File: src/rtl/pcie_rx.sv
// pcie_rx: TLP receive decoder for a 64-bit AXI stream from the PCIe core.
// Single-DW memory writes and reads become register strobes. Completions
// with data are re-packed into endian-swapped DW pairs. Every other TLP is
// discarded up to its rx_tlast.
module pcie_rx #(
    parameter int ADDR_BITS = 13
) (
    input  logic                 clock,
    input  logic                 reset,
    input  logic [63:0]          rx_tdata,
    input  logic                 rx_tvalid,
    input  logic                 rx_tlast,
    output logic                 rx_tready,
    output logic                 wr_valid,
    output logic [ADDR_BITS-1:0] wr_addr,
    output logic [31:0]          wr_data,
    output logic                 rd_valid,
    output logic [ADDR_BITS-1:0] rd_addr,
    output logic [31:0]          rd_dw2,
    output logic                 cpl_valid,
    output logic [7:0]           cpl_tag,
    output logic [63:0]          cpl_data,
    output logic                 cpl_last
);

    typedef enum logic [2:0] {HDR, H2, WDATA, CPL, DROP} state_t;
    typedef enum logic [1:0] {K_WR, K_RD, K_CPL, K_BAD} kind_t;

    function automatic logic [31:0] es(input logic [31:0] d);
        return {d[7:0], d[15:8], d[23:16], d[31:24]};
    endfunction

    state_t                 state_q;
    kind_t                  kind_q, kind_d;
    logic                   is4_q;
    logic [9:0]             len_q, rem_q;
    logic [15:0]            req_id_q;
    logic [7:0]             tag_q;
    logic [ADDR_BITS-1:0]   addr_q;
    logic [31:0]            held_q;
    logic                   pend_q;

    logic                   wr_valid_q, rd_valid_q, cpl_valid_q, cpl_last_q;
    logic [ADDR_BITS-1:0]   wr_addr_q, rd_addr_q;
    logic [31:0]            wr_data_q, rd_dw2_q;
    logic [7:0]             cpl_tag_q;
    logic [63:0]            cpl_data_q;

    logic [31:0] lo, hi;
    logic        beat;

    assign lo        = rx_tdata[31:0];
    assign hi        = rx_tdata[63:32];
    assign rx_tready = ~reset;
    assign beat      = rx_tvalid & rx_tready;

    // Classify the header beat from fmt/type/length in DW0.
    always_comb begin
        kind_d = K_BAD;
        if (lo[28:24] == 5'h00 && lo[9:0] == 10'd1)
            kind_d = lo[30] ? K_WR : K_RD;
        else if (lo[30:29] == 2'b10 && lo[28:24] == 5'h0A)
            kind_d = K_CPL;
    end

    // Receive FSM with registered strobes and data outputs.
    always_ff @(posedge clock) begin
        if (reset) begin
            state_q     <= HDR;
            kind_q      <= K_BAD;
            is4_q       <= 1'b0;
            len_q       <= '0;
            rem_q       <= '0;
            req_id_q    <= '0;
            tag_q       <= '0;
            addr_q      <= '0;
            held_q      <= '0;
            pend_q      <= 1'b0;
            wr_valid_q  <= 1'b0;
            rd_valid_q  <= 1'b0;
            cpl_valid_q <= 1'b0;
            cpl_last_q  <= 1'b0;
            wr_addr_q   <= '0;
            wr_data_q   <= '0;
            rd_addr_q   <= '0;
            rd_dw2_q    <= '0;
            cpl_tag_q   <= '0;
            cpl_data_q  <= '0;
        end else begin
            wr_valid_q  <= 1'b0;
            rd_valid_q  <= 1'b0;
            cpl_valid_q <= 1'b0;
            // An odd trailing DW that rode in with a pair-completing beat
            // goes out on the cycle after that pair.
            if (pend_q) begin
                pend_q      <= 1'b0;
                cpl_valid_q <= 1'b1;
                cpl_data_q  <= {32'd0, es(held_q)};
                cpl_last_q  <= 1'b1;
            end
            if (beat) begin
                case (state_q)
                    HDR: begin
                        kind_q   <= kind_d;
                        is4_q    <= lo[29];
                        len_q    <= lo[9:0];
                        req_id_q <= hi[31:16];
                        tag_q    <= hi[15:8];
                        if (rx_tlast)            state_q <= HDR;
                        else if (kind_d == K_BAD) state_q <= DROP;
                        else                     state_q <= H2;
                    end
                    H2: begin
                        case (kind_q)
                            K_WR: begin
                                if (is4_q) begin
                                    addr_q  <= hi[ADDR_BITS+1:2];
                                    state_q <= rx_tlast ? HDR : WDATA;
                                end else begin
                                    wr_valid_q <= 1'b1;
                                    wr_addr_q  <= lo[ADDR_BITS+1:2];
                                    wr_data_q  <= es(hi);
                                    state_q    <= rx_tlast ? HDR : DROP;
                                end
                            end
                            K_RD: begin
                                rd_valid_q <= 1'b1;
                                rd_addr_q  <= is4_q ? hi[ADDR_BITS+1:2] : lo[ADDR_BITS+1:2];
                                rd_dw2_q   <= {req_id_q, tag_q, 1'b0, is4_q ? hi[6:0] : lo[6:0]};
                                state_q    <= rx_tlast ? HDR : DROP;
                            end
                            K_CPL: begin
                                cpl_tag_q <= lo[15:8];
                                held_q    <= hi;
                                if (len_q == 10'd1) begin
                                    cpl_valid_q <= 1'b1;
                                    cpl_data_q  <= {32'd0, es(hi)};
                                    cpl_last_q  <= 1'b1;
                                    state_q     <= rx_tlast ? HDR : DROP;
                                end else begin
                                    // length 0 encodes 1024; wraps to 1023 here
                                    rem_q   <= len_q - 10'd1;
                                    state_q <= rx_tlast ? HDR : CPL;
                                end
                            end
                            default: state_q <= rx_tlast ? HDR : DROP;
                        endcase
                    end
                    WDATA: begin
                        wr_valid_q <= 1'b1;
                        wr_addr_q  <= addr_q;
                        wr_data_q  <= es(lo);
                        state_q    <= rx_tlast ? HDR : DROP;
                    end
                    CPL: begin
                        cpl_valid_q <= 1'b1;
                        cpl_data_q  <= {es(lo), es(held_q)};
                        if (rem_q == 10'd1) begin
                            cpl_last_q <= 1'b1;
                            state_q    <= rx_tlast ? HDR : DROP;
                        end else if (rem_q == 10'd2) begin
                            cpl_last_q <= 1'b0;
                            held_q     <= hi;
                            pend_q     <= 1'b1;
                            state_q    <= rx_tlast ? HDR : DROP;
                        end else begin
                            cpl_last_q <= 1'b0;
                            held_q     <= hi;
                            rem_q      <= rem_q - 10'd2;
                            state_q    <= rx_tlast ? HDR : CPL;
                        end
                    end
                    default: if (rx_tlast) state_q <= HDR;
                endcase
            end
        end
    end

    assign wr_valid  = wr_valid_q;
    assign wr_addr   = wr_addr_q;
    assign wr_data   = wr_data_q;
    assign rd_valid  = rd_valid_q;
    assign rd_addr   = rd_addr_q;
    assign rd_dw2    = rd_dw2_q;
    assign cpl_valid = cpl_valid_q;
    assign cpl_tag   = cpl_tag_q;
    assign cpl_data  = cpl_data_q;
    assign cpl_last  = cpl_last_q;

endmodule
File: config.mk
export PLATFORM = sky130hd
export DESIGN_NAME = pcie_rx
export DESIGN_NICKNAME = d
export VERILOG_FILES = /design/src/rtl/pcie_rx.sv
export SDC_FILE = /design/constraint.sdc
export NUM_CORES = 1
export LEC_CHECK = 0
export BUFFER_PORTS_ARGS = -buffer_cell sky130_fd_sc_hd__buf_2
export CORE_MARGIN = 1
export CORE_UTILIZATION = 58
export CTS_BUF_LIST = sky130_fd_sc_hd__clkbuf_16
export DETAILED_ROUTE_END_ITERATION = 6
export GPL_TIMING_DRIVEN = 0
export PLACE_DENSITY = 0.89
export SYNTH_ARGS = -nofsm -noshare
export SYNTH_HDL_FRONTEND = slang
export SYNTH_SLANG_ARGS = --single-unit
File: constraint.sdc
create_clock -name clock -period 4.1 [get_ports clock]
set_input_delay 0.82 -clock clock [delete_from_list [all_inputs] [get_ports clock]]
set_output_delay 0.82 -clock clock [all_outputs]
set_load 0.05 [all_outputs]
; Yosys cells after proc, flatten, opt, wreduce, memory -nomap -nowiden
; Index checks and enable logic that the tools add are counted.
[word_totals]
word_cells = 116
ff_bits = 261
output_inout_bits = 167
inputBits = 68
[classes]
addsub = 2
muxes = 52
reduce_logical = 19
eq_ne = 18
n_bitwise = 5
[ops]
columns = cell, n
row1 = 2-to-1 mux 64 bit, 4
row2 = 2-to-1 mux 32 bit, 4
row3 = one-hot mux 32 bit (2 select lines), 2
row4 = one-hot mux 64 bit (2 select lines), 1
row5 = 2-to-1 mux 10 bit, 4
row6 = 2-to-1 mux 13 bit, 3
row7 = == test 10 x 1 -> 1 bit (second input constant), 3
row8 = one-hot mux 13 bit (2 select lines), 1
row9 = 2-to-1 mux 3 bit, 8
row10 = one-hot mux 10 bit (2 select lines), 1
row11 = 2-to-1 mux 1 bit, 15
row12 = one-hot mux 3 bit (4 select lines), 1
row13 = AND reduction 4 bit, 3
row14 = == test 10 x 2 -> 1 bit (second input constant), 1
row15 = subtractor 10 x 1 -> 10 bit (second input constant), 1
row16 = subtractor 10 x 2 -> 10 bit (second input constant), 1
row17 = inequality test 2 bit (second input constant), 4
row18 = 2-to-1 mux 7 bit, 1
row19 = == test 2 bit (second input constant), 3
row20 = == test 3 x 2 -> 1 bit (second input constant), 2
row21 = 2-to-1 mux 2 bit, 3
row22 = one-hot mux 1 bit (2 select lines), 3
row23 = one-hot mux 3 bit (2 select lines), 1
row24 = AND reduction 3 bit, 2
row25 = 17 further kinds, 24

; Longest topological paths before layout
[depth]
depth_word = 8
mapped_depth = 9

; Least setup slack after synthesis
; OpenSTA, ideal clock, no wires.
[synth_timing]
path_type = input to output
start = in reset
end = out rx_tready
cell_stages = 3
slack_ns = 1.596
arrival_time_ns = 1.684
required_time_ns = 3.280
path_buffers = 2
path_cell_list = buf_4 -> inv_2 -> clkbuf_1
[synth_via]
elab_chain_len = 1
[synth_rtl]
columns = element, line_no
row1 = from (decl), 9  ; input logic reset,
row2 = inverter 1 bit, 54  ; assign rx_tready = ~reset;
row3 = to (decl), 13  ; output logic rx_tready,
; Every way passes these cells.

; Final worst setup path
[layout_timing]
start = reg state_q[2]
end = reg cpl_data_q[25], in the netlist cpl_data[25]
[layout_via]
elab_chain_len = 3
elab_cells_between_ends = 4
classes_between = 2 x eq/ne / 2 x mux
[layout_rtl]
columns = element, line_no
row1 = from (decl), 33  ; state_t state_q;
row2 = from (signal assigned), 118  ; state_q <= rx_tlast ? HDR : WDATA;
row3 = from (signal assigned), 123  ; state_q <= rx_tlast ? HDR : DROP;
row4 = from (signal assigned), 130  ; state_q <= rx_tlast ? HDR : DROP;
row5 = == test 3 x 2 -> 1 bit or == test 3 x 1 -> 1 bit (tied branches), 102  ; case (state_q)
row6 = one-hot mux 64 bit (2 select lines) *, 102
row7 = 2-to-1 mux 64 bit *, 101  ; if (beat) begin
row8 = to (signal assigned), 98  ; cpl_data_q <= {32'd0, es(held_q)};
row9 = to (signal assigned), 137  ; cpl_data_q <= {32'd0, es(hi)};
row10 = to (signal assigned), 157  ; cpl_data_q <= {es(lo), es(held_q)};
row11 = to (decl), 47  ; logic [63:0] cpl_data_q;
; Mark *: on every way between the ends. The rest lies on a longest branch, timed or not.
; A chain may end at the register's enable or synchronous reset.

==> qor.txt <==
mean post-synth cell area -> 9.04 µm²
GPL Wtd Cong -> 0.938
Synth Flop Type -> dfxtp_1
WL final -> 34300 µm
wire per inst -> 20.7 µm
worst path bufs/invs -> 3
io pins -> 235
Fin. Hold Viols -> 0
CTS Buffer Depth -> 3
Tcrit/Tclk final -> 0.734
Critical R2R Launch -> state_q[2]$_SDFFE_PP0P_
EDFF count, synth -> 0
Cells after DPL -> 1605
postcts setup bufs -> 0
Worst Slack Setup Final -> 1090 ps
area delta synth->final -> 21.9%
Largest delay share family, worst path -> buffers and inverters
Max VDD drop -> 0.000336 V
initial antenna violation count -> 0
n_diodes -> 0
largest net degree at the start of global routing -> 14
clock share of power -> 0.451
Power Density -> 407 mW/mm²
worst-path cell chain -> clkbuf_1 -> nand3b_1 -> nor2_1 -> clkbuf_1 -> clkbuf_1 -> a22oi_1 -> o21ai_0
total CTS buffers -> 27
P_sw -> 0.00123 W
layout cell share with drive strength beyond 1 -> 0.220
post-cts gate resize count -> 0
crit path max-delay cell type -> clkbuf_1
Worst EP arrival -> 3460 ps
grt total ovfl -> 0
FP Rows -> 48
GRT Resource Usage Total -> 0.359
Top cell by count, worst path -> clkbuf_1
Core ar. -> 0.0174 mm²
non-filler cells, final -> 1654
Iter 0 DRT Violations -> 816
TritonCTS clock tree -> yes
setup violators final -> 0
ANT nets after route -> 0
Clk Latency, worst-skew pair -> 540 ps
residual DRC count -> 0
start point of the worst hold path -> rd_dw2[16]$_SDFFE_PP0P_
Post-synth ARST share -> 0
Gate power share -> 0.057
most frequent cells in the layout -> dfxtp_1, buf_2, nand2_1
Seq/Total Area, Yosys -> 0.494
Crit path largest cell delay -> 740 ps
cell area after synthesis -> 0.0104 mm²
Sw Ratio -> 0.238
Flop pwr share -> 0.492
critical path type -> reg -> reg
Yosys reg bits -> 256
Hold Path End -> rd_dw2[16]$_SDFFE_PP0P_
RSZ-0062 raised after global routing -> no
Crit. Startpoint -> state_q[2]$_SDFFE_PP0P_
hpwl dp -> 24700 µm
status -> complete, no violations
Final Max Tran Viols -> 0
vias post-DR -> 10200
worst slew pin tran -> 1190 ps
Final Core Density -> 0.729
hold path depth -> 2
Leak Pwr -> 5.04 nW
pre-CTS setup slack -> 943 ps
internal cell power -> 0.00392 W
Hold WC Path Type -> reg -> reg
Via-to-Cell Ratio -> 6.18
number of global-route vias before repair -> 9541
post-layout net count -> 1480
clock skew -> 18.4 ps
Mapped Cells -> 1148
YS warnings -> 0
chip width -> 136 µm
first-pass GRT wire length -> 51100 µm
Setup crit end kind -> register
post-synth net total -> 1219
clock sinks -> 256
Port Buffers -> 232
drt pass-1 iters -> 5
Post-CTS Hold Buffers -> 0
CP startpoint kind -> register
FF-to-FF path depth -> 7
worst-path maximum fanout -> 10
CTS clk-pin slew, worst paths -> 60 ps
crit path time final -> 3010 ps
r2r setup slk -> 1090 ps
achievable clock frequency -> 332 MHz
starting density of the core -> 0.598
Synth cell types -> 62
CTS Root Cell -> clkbuf_16
Setup TNS -> 0 ps
CTS H-tree depth -> 1
Chip Height -> 136 µm
Slew HR -> 0.208
number of max-cap violations -> 0
commonest non-fill, non-tap cell in the layout -> dfxtp_1
Crit path required time -> 4550 ps
Reg-to-Reg End -> cpl_data[25]$_SDFF_PP0_
die area -> 0.0184 mm²
cells in the mapped netlist (7+ instances only):
| cell | instances | area share |
|---|---|---|
| a211oi_1 | 64 | 0.046 |
| a21oi_1 | 68 | 0.033 |
| a22o_1 | 31 | 0.026 |
| a22oi_1 | 32 | 0.023 |
| buf_2 | 20 | 0.0097 |
| buf_4 | 10 | 0.0072 |
| clkbuf_1 | 58 | 0.021 |
| dfxtp_1 | 256 | 0.49 |
| mux2i_1 | 109 | 0.11 |
| nand2_1 | 213 | 0.077 |
| nor2_1 | 86 | 0.031 |
| nor3_1 | 10 | 0.0048 |
| nor4_1 | 7 | 0.0042 |
| o21ai_0 | 64 | 0.031 |
| o22ai_1 | 21 | 0.013 |
| xor2_1 | 7 | 0.0059 |
flip-flops by register name (all words and copies together), names as in the netlist, 10 cells and up:
signal    count
rd_addr      13
wr_addr      13
req_id_q     16
len_q        10
rem_q        10
wr_data      32
held_q       32
rd_dw2       26
cpl_data     64
addr_q       13
layer usage:
metal	wire length, µm	global-route usage	vias to the layer above
met5	0	0	-
met4	1760	0.182	0
met3	4090	0.0707	109
met2	15400	0.579	695
met1	13100	0.457	4834
li1	-	-	4588
how the worst max path moves through the flow:
stage / end / cells after the start
floorplan: rx_tready / 3
global placement: cpl_data[24]$_SDFF_PP0_ / 7
detailed placement: wr_data[15]$_SDFFE_PP0P_ / 7
CTS: cpl_data[24]$_SDFF_PP0_ / 7
global route: cpl_data[30]$_SDFF_PP0_ / 7
finish: cpl_data[25]$_SDFF_PP0_ / 7
kinds of logic (layout without fill, tap and decap cells):
family                     after synthesis  after routing  synth area share
and+or+nand+nor                        359            359             0.147
AOI/OAI and AO/OA                      306            306             0.194
DFF                                    256            256             0.494
muxes                                  109            109             0.105
buffers and inverters                  105            386            0.0483
xor gates and xnor gates                 9              9           0.00760
adders and majority gates                3              3           0.00362
other                                    1              1          0.000362
metrics by stage:
stage                     hold slack (ps)  area (µm²)  total power, W
after CTS                             453       12600         0.00513
after detailed placement              444       11800         0.00287
after global placement                439       11800         0.00286
after global routing                  471       12600         0.00525
after floorplan                       432       10400         0.00273
final                                 452       12600         0.00515
power by group through the flow:
stage               Combinational (W)  Sequential (W)  Clock (W)
finish                       0.000296         0.00253    0.00232
global route                 0.000308         0.00254    0.00240
CTS                          0.000285         0.00253    0.00231
detailed placement           0.000282         0.00259          0
global placement             0.000276         0.00259          0
floorplan                    0.000144         0.00258          0
tightest hold or removal path: cells and delay by family, from the launching register on:
family           cells  cell delay, ps
flip-flops           1             300
AO/OA/AOI/OAI        1              50
AND/OR/NAND/NOR      1              50
layout make-up:
class / instances / area [µm²]
fillers: 1277 / 4710
well taps: 225 / 282
plain buffers: 97 / 470
clock buffers: 27 / 676
repair buffers: 232 / 1160
multi-input cells: 787 / 4750
inverters: 8 / 30.0
flip-flops and latches: 256 / 5120
clock inverters: 22 / 154
Note: power is estimated with default switching activity, not from simulation.
